<file path="config.mk">
export PLATFORM = sky130hd
export DESIGN_NAME = deserializador_fifo
export DESIGN_NICKNAME = d
export VERILOG_FILES = /design/src/rtl/deserializador_fifo.sv
export SDC_FILE = /design/constraint.sdc
export NUM_CORES = 1
export LEC_CHECK = 0
export BUFFER_PORTS_ARGS = -buffer_cell sky130_fd_sc_hd__buf_2
export CORE_MARGIN = 2
export CORE_UTILIZATION = 58
export DETAILED_ROUTE_END_ITERATION = 10
export GPL_ROUTABILITY_DRIVEN = 0
export GPL_TIMING_DRIVEN = 0
export PLACE_DENSITY = 0.78
export SYNTH_ARGS = -nofsm -noshare
export SYNTH_HDL_FRONTEND = slang
export SYNTH_SLANG_ARGS = --single-unit
export TNS_END_PERCENT = 10
</file>
<file path="constraint.sdc">
create_clock -name clk_100KHz -period 2.56 [get_ports clk_100KHz]
set_input_delay 0.512 -clock clk_100KHz [delete_from_list [all_inputs] [get_ports clk_100KHz]]
set_output_delay 0.512 -clock clk_100KHz [all_outputs]
set_load 0.1 [all_outputs]
</file>
<file path="src/rtl/deserializador_fifo.sv">
`default_nettype none
// ============================================================================
// Module      : deserializador_fifo
// Description : Serial-to-parallel converter. Words of WIDTH bits are queued
//               in a DEPTH-entry FIFO using the write_in/ack_in/data_ready
//               handshake. Define DESERIALIZADOR_PARITY_CHECK_EN to expect a
//               trailing even-parity bit after every word.
// Revision    : 1.0 - initial release
// ============================================================================
module deserializador_fifo #(
    parameter int WIDTH     = 8,
    parameter int DEPTH     = 4,
    parameter bit MSB_FIRST = 1'b1
) (
    input  logic                       clk_100KHz,
    input  logic                       reset,
    input  logic                       data_in,
    input  logic                       write_in,
    input  logic                       ack_in,
    output logic                       status_out,
    output logic [WIDTH-1:0]           data_out,
    output logic                       data_ready,
    output logic [$clog2(DEPTH+1)-1:0] count_out,
    output logic                       overflow_out,
    output logic                       parity_err_out
);

    localparam int PTR_W = $clog2(DEPTH);
    localparam int CNT_W = $clog2(DEPTH+1);
    localparam int BIT_W = $clog2(WIDTH+1);
    localparam logic [CNT_W-1:0] c_DEPTH = CNT_W'(DEPTH);

    logic [WIDTH-1:0] r_shift;
    logic [BIT_W-1:0] r_bit_cnt;
    logic [PTR_W-1:0] r_wr_ptr;
    logic [PTR_W-1:0] r_rd_ptr;
    logic [CNT_W-1:0] r_count;
    logic             r_overflow;
    logic             r_parity_err;
    logic [WIDTH-1:0] r_mem [DEPTH];

    logic             w_accept;
    logic             w_pop;
    logic             w_push;
    logic             w_perr;
    logic             w_shift_en;
    logic             w_cnt_wrap;
    logic [WIDTH-1:0] w_shift_next;
    logic [WIDTH-1:0] w_push_word;

    assign status_out = (r_count < c_DEPTH);
    assign w_accept   = write_in & status_out;
    assign data_ready = (r_count != '0);
    assign w_pop      = ack_in & data_ready;

    generate
        if (MSB_FIRST) begin : g_msb_first
            assign w_shift_next = (r_shift << 1) | WIDTH'(data_in);
        end else begin : g_lsb_first
            assign w_shift_next = (r_shift >> 1) | {data_in, {(WIDTH-1){1'b0}}};
        end
    endgenerate

`ifdef DESERIALIZADOR_PARITY_CHECK_EN
    // Position WIDTH carries the parity bit; the word is complete in r_shift.
    localparam logic [BIT_W-1:0] c_LAST = BIT_W'(WIDTH);
    assign w_cnt_wrap  = (r_bit_cnt == c_LAST);
    assign w_shift_en  = ~w_cnt_wrap;
    assign w_push      = w_accept & w_cnt_wrap & ~((^r_shift) ^ data_in);
    assign w_perr      = w_accept & w_cnt_wrap &  ((^r_shift) ^ data_in);
    assign w_push_word = r_shift;
`else
    localparam logic [BIT_W-1:0] c_LAST = BIT_W'(WIDTH-1);
    assign w_cnt_wrap  = (r_bit_cnt == c_LAST);
    assign w_shift_en  = 1'b1;
    assign w_push      = w_accept & w_cnt_wrap;
    assign w_perr      = 1'b0;
    assign w_push_word = w_shift_next;
`endif

    always_ff @(posedge clk_100KHz or negedge reset) begin
        if (!reset) begin
            r_shift      <= '0;
            r_bit_cnt    <= '0;
            r_wr_ptr     <= '0;
            r_rd_ptr     <= '0;
            r_count      <= '0;
            r_overflow   <= 1'b0;
            r_parity_err <= 1'b0;
        end else begin
            if (w_accept) begin
                r_bit_cnt <= w_cnt_wrap ? '0 : r_bit_cnt + 1'b1;
                if (w_shift_en) begin
                    r_shift <= w_shift_next;
                end
            end
            if (w_push) begin
                r_wr_ptr <= r_wr_ptr + 1'b1;
            end
            if (w_pop) begin
                r_rd_ptr <= r_rd_ptr + 1'b1;
            end
            case ({w_push, w_pop})
                2'b10:   r_count <= r_count + 1'b1;
                2'b01:   r_count <= r_count - 1'b1;
                default: r_count <= r_count;
            endcase
            r_overflow   <= write_in & ~status_out;
            r_parity_err <= w_perr;
        end
    end

    // Storage needs no reset: empty entries are masked on data_out.
    always_ff @(posedge clk_100KHz) begin
        if (w_push) begin
            r_mem[r_wr_ptr] <= w_push_word;
        end
    end

    assign data_out       = data_ready ? r_mem[r_rd_ptr] : '0;
    assign count_out      = r_count;
    assign overflow_out   = r_overflow;
    assign parity_err_out = r_parity_err;

endmodule
`default_nettype wire

</file>
==> results of run 1 <==
==> final timing paths <==
check / start / endpoint / slack [ns] / cells after the start
max in group asynchronous: reset / count_out[2]$_DFFE_PN0P_ / 2.08 / 1
max reg2reg: count_out[2]$_DFFE_PN0P_ / count_out[1]$_DFFE_PN0P_ / 0.49 / 8
min: reset / r_rd_ptr[1]$_DFFE_PN0P_ / 0.15 / 1
min reg2reg: r_bit_cnt[2]$_DFFE_PN0P_ / r_bit_cnt[2]$_DFFE_PN0P_ / 0.50 / 1
max: r_rd_ptr[1]$_DFFE_PN0P_ / data_out[3] / 0.13 / 4
min in group clk_100KHz: data_in / r_mem[1][0]$_DFFE_PP_ / 0.46 / 1
==> through the flow <==
step / std cells / hold WS [ns]
floorplan: 142 / 0.216
global placement: 208 / 0.474
detailed placement: 208 / 0.481
CTS: 216 / 0.164
global route: 216 / 0.183
finish: 216 / 0.152
==> layout make-up <==
cell class,count,area share (%)
clock buffers,7,3.16
inverters,7,1.09
flip-flops and latches,51,59.7
well taps,48,2.49
repair buffers,18,3.73
multi-input cells,78,27.8
clock inverters,1,0.207
plain buffers,6,1.82
==> cells in the mapped netlist, drive strengths merged <==
| master | instances |
|---|---|
| edfxtp | 32 |
| nand2 | 27 |
| dfrtp | 19 |
| and2 | 14 |
| mux4 | 8 |
| inv | 7 |
| ha | 6 |
| buf | 5 |
| xnor2 | 5 |
| nor2 | 3 |
| mux2 | 2 |
| nand2b | 2 |
| xor2 | 2 |
| clkbuf | 1 |
| conb | 1 |
| fa | 1 |
| mux2i | 1 |
| nand3 | 1 |
| nand4 | 1 |
| nor2b | 1 |
| nor3 | 1 |
| o21ai | 1 |
| or3 | 1 |
==> sequential cells by signal (all words and copies together) (netlist names) <==
register / count
r_shift: 7
count_out: 3
r_wr_ptr: 2
r_mem: 32
r_bit_cnt: 4
r_rd_ptr: 2
overflow_out: 1
==> layer usage <==
layer,share of wire (%),up-vias,GRT usage (%),wire (µm)
li1,-,537,-,-
met4,1.9,0,7.81,65
met2,55,27,32.3,1880
met3,3.3,7,3.08,114
met1,40,548,21.8,1370
met5,0,-,0,0
==> critical path, cell delays in order (launching register included) <==
cell and delay (ns):
dfrtp_1 0.34, clkbuf_1 0.42, mux4_1 0.38, and2_2 0.20
buf_2 0.28
==> logic make-up (layout without fill, tap and decap cells) <==
group                    count (synthesis)  after routing  synth area share (%)
AND/OR/NAND/NOR                         51             51                  12.0
buffers and inverters                   13             39                  3.23
AO/OA/AOI/OAI                            1              1                 0.231
other                                    1              1                 0.173
XOR/XNOR                                 7              7                  2.83
flip-flops                              51             51                  66.3
adder cells (fa/ha/maj)                  7              7                  4.39
multiplexers                            11             11                  10.9
==> results.py, run 1 <==
metrics = {
    "finish": {
        "fin_util_pct": 66.4,
        "layout-drive-gt1-share_pct": 28.0,
        "layout_commonest_cell": "edfxtp_1",
        "fillerInstances": 268,
        "stdcell_area_um2": 2410,
        "layout_common_cells": "edfxtp_1 (32), nand2_1 (27), buf_2 (20)",
        "nets": 179,
        "num_antenna_cells": 0,
        "multi_input_area_um2": 671,
        "syn2layout_area_growth_pct": 11.3,
        "register_area_um2": 1440,
    },
    "run": {
        "drv_cap": 0,
    },
    "detailed_routing": {
        "final_antenna_net_count": 0,
        "drc": 0,
        "vias_per_cell": 5.18,
        "wl_per_cell_um": 15.8,
        "first_pass_iters": 4,
        "finalWirelength_um": 3420,
        "first_iter_violations": 25,
        "vias": 1119,
    },
    "timing": {
        "skew_ns": 0.00861,
        "max_freq_ghz": 0.411,
        "rsz0062_at_grt": "false",
        "setup_viol": 0,
        "tns_ns": 0,
        "hold_violations": 0,
        "maxSlewHeadroom_pct": 64.8,
        "setup_ws_ns": 0.128,
        "finalCriticalPeriod_ns": 2.43,
        "maxSlewViolCount": 0,
        "finalCritPeriodShare_pct": 95.0,
        "tightest_slew_ns": 0.528,
    },
    "global_routing": {
        "grt_max_degree": 20,
        "grt_pass1_vias": 1144,
        "grt_overflow": 0,
        "antenna_found_initial": 0,
        "grt_pass1_wl_um": 5490,
        "grt_usage_pct": 18.1,
    },
    "floorplanning": {
        "num_rows": 22,
        "die_h_um": 65.1,
        "initial_utilization_pct": 59.6,
        "coreArea_um2": 3630,
        "fp.dieW_um": 65.1,
        "die_area_um2": 4240,
        "pin_count": 20,
    },
    "clock_network": {
        "cts_tree": "built",
        "cts_buffers": 5,
        "post_cts_resized": 0,
        "clock-sinks": 51,
        "clock_latency_ns": 0.29,
        "path_clk_slew_ns": 0.08,
        "cts_setup_buffers": 0,
        "cts_buffer_depth": 2,
        "cts_hold_buf": 0,
        "ctsRootBufferMaster": "clkbuf_8",
        "htreeDepth": 2,
    },
    "critical_path": {
        "worst-path-max-fanout": 9,
        "crit_arrival_ns": 1.92,
        "path_class": "register to output pin",
        "critPathCaptureType": "output pin",
        "startpoint_type": "register",
        "worstPathRequired_ns": 2.05,
    },
    "synth": {
        "syn_avg_cell_area_um2": 15.3,
        "yosys_warnings": 0,
        "ys_types": 28,
        "syn_nets": 154,
        "seq_area_frac_synth_pct": 66.3,
        "synth_area_um2": 2170,
        "synth_seq_cells": 51,
        "synthCells": 142,
        "synth_area_leaders": "edfxtp_1 (44%), dfrtp_1 (22%), mux4_1 (6.1%), nand2_1 (4.7%), and2_1 (4.0%)",
        "synth_top_area_share_pct": 44.3,
        "yosys.area.top_type": "edfxtp_1",
    },
    "status": {
        "status": "completed",
    },
    "place": {
        "dp_slack_ns": 0.384,
        "portBuffers": 18,
        "place_hpwl_um": 2340,
        "placed_cell_area_um2": 2330,
    },
    "min_path": {
        "holdCritPathClass": "primary input to asynchronous set/reset pin",
    },
}
Power of run 1 is left out: the tool's default activity adds up to more than one toggle a clock period on the data nets, which glitch-free logic cannot reach.
==> inputs of run 2 (changes only) <==
--- a/config.mk
+++ b/config.mk
@@ -7,11 +7,12 @@
 export LEC_CHECK = 0
 export BUFFER_PORTS_ARGS = -buffer_cell sky130_fd_sc_hd__buf_2
 export CORE_MARGIN = 2
-export CORE_UTILIZATION = 58
+export CORE_UTILIZATION = 60
+export CTS_BUF_LIST = sky130_fd_sc_hd__clkbuf_4
 export DETAILED_ROUTE_END_ITERATION = 10
 export GPL_ROUTABILITY_DRIVEN = 0
 export GPL_TIMING_DRIVEN = 0
-export PLACE_DENSITY = 0.78
+export PLACE_DENSITY = 0.8
 export SYNTH_ARGS = -nofsm -noshare
 export SYNTH_HDL_FRONTEND = slang
 export SYNTH_SLANG_ARGS = --single-unit
==> results.py, run 2 (synthesis results as in run 1) <==
metrics = {
    "status": {
        "status": "completed",
    },
    "global_routing": {
        "grt_pass1_wl_um": 5990,
        "grt_pass1_vias": 1227,
        "antenna_found_initial": 0,
        "grt_usage_pct": 19.9,
        "grt_overflow": 0,
        "grt_max_degree": 20,
    },
    "detailed_routing": {
        "finalWirelength_um": 3530,
        "final_antenna_net_count": 0,
        "wl_per_cell_um": 16.6,
        "first_iter_violations": 69,
        "vias": 1141,
        "drc": 0,
        "first_pass_iters": 4,
        "vias_per_cell": 5.36,
    },
    "critical_path": {
        "crit_arrival_ns": 1.96,
        "worstPathRequired_ns": 2.05,
        "worst-path-max-fanout": 10,
        "rrSetupSlack_ns": 0.51,
        "reg2reg_depth": 8,
        "critPathCaptureType": "output pin",
        "startpoint_type": "register",
        "reg2reg_from": "count_out[2]$_DFFE_PN0P_",
        "reg2reg_to": "count_out[1]$_DFFE_PN0P_",
        "path_class": "register to output pin",
    },
    "timing": {
        "setup_viol": 0,
        "tns_ns": 0,
        "finalCritPeriodShare_pct": 96.6,
        "skew_ns": 0.0162,
        "rsz0062_at_grt": "false",
        "max_freq_ghz": 0.404,
        "hold_violations": 0,
        "finalCriticalPeriod_ns": 2.47,
        "maxSlewViolCount": 0,
    },
    "clock_network": {
        "ctsRootBufferMaster": "clkbuf_4",
        "path_clk_slew_ns": 0.15,
        "cts_buffer_depth": 2,
        "htreeDepth": 2,
        "cts_buffers": 5,
        "clock-sinks": 51,
        "cts_tree": "built",
        "clock_latency_ns": 0.36,
    },
    "run": {
        "drv_cap": 0,
    },
    "floorplanning": {
        "die_h_um": 64.1,
        "pin_count": 20,
        "fp.dieW_um": 64.1,
        "coreArea_um2": 3420,
        "die_area_um2": 4110,
        "initial_utilization_pct": 63.4,
        "num_rows": 21,
    },
    "finish": {
        "syn2layout_area_growth_pct": 11.1,
        "nets": 178,
        "regMostFlops": "r_mem",
        "layout_common_cells": "edfxtp_1 (32), nand2_1 (27), buf_2 (19)",
        "layout-drive-gt1-share_pct": 29.3,
        "reg.largest.list": "r_mem (32), r_shift (7), r_bit_cnt (4)",
        "largest_reg_flops": 32,
        "layout_commonest_cell": "edfxtp_1",
        "num_antenna_cells": 0,
        "fillerInstances": 226,
    },
    "place": {
        "portBuffers": 18,
        "place_hpwl_um": 2440,
    },
    "min_path": {
        "holdCritPathClass": "primary input to asynchronous set/reset pin",
    },
}
==> run 2: cell count changes in the layout (fill, tap and decap cells not counted), sizes merged <==
cell    before  now
clkinv       1    2
buf         23   22
clkbuf       8    6
bufinv       0    1
==> run 2: repair_timing <==
action                                  CTS  global route
setup buffers                             0             0
gates resized for setup                   0             1
hold buffers                              0             0
endpoints found under the setup margin    0             7
==> run 2: worst max path at each step <==
stage | start | end | cells past startpoint
floorplan | count_out[2]$_DFFE_PN0P_ | data_out[0] | 3
global placement | r_rd_ptr[1]$_DFFE_PN0P_ | data_out[4] | 4
detailed placement | write_in | count_out[1]$_DFFE_PN0P_ | 9
CTS | r_rd_ptr[1]$_DFFE_PN0P_ | data_out[3] | 4
global route | r_rd_ptr[0]$_DFFE_PN0P_ | data_out[4] | 4
finish | r_rd_ptr[0]$_DFFE_PN0P_ | data_out[1] | 4
==> run 2: critical path, cell delays in order (launching register included) <==
cell and delay, ns:
dfrtp_1 0.37, buf_6 0.17, mux4_1 0.56, and2_2 0.20, buf_2 0.29
==> run 2: metal layers <==
| metal | wire length [µm] | part of all wire (%) | up-vias | GRT usage [%] |
|---|---|---|---|---|
| met5 | 0 | 0 | - | 0 |
| met4 | 42 | 1.2 | 0 | 5.85 |
| met3 | 148 | 4.2 | 5 | 4.93 |
| met2 | 1890 | 54 | 25 | 34.6 |
| met1 | 1450 | 41 | 572 | 24.9 |
| li1 | - | - | 539 | - |
==> run 2: cell type report <==
type                       count  area (µm²)  area share (%)
inverter                       7        26.3            1.09
buffer                         5        40.0            1.66
multi-input combinational     78         671            27.8
timing repair buffer          18        92.6            3.84
sequential                    51        1440            59.8
clock inverter                 3        43.8            1.82
clock buffer                   5        37.5            1.56
tap                           46        57.6            2.39
==> run 2: per-stage QoR <==
stage	setup slack (ns)	util, %	std cells	area (µm²)	hold slack, ns
final	0.0860	70.5	213	2410	0.0614
after global placement	0.466	68.2	206	2330	0.462
after detailed placement	0.416	68.2	206	2330	0.476
after global routing	0.00457	70.5	213	2410	0.0649
after CTS	0.0216	70.5	214	2410	0.0592
after floorplan	0.130	-	142	2180	0.216
Power of run 2 is left out for the same reason.
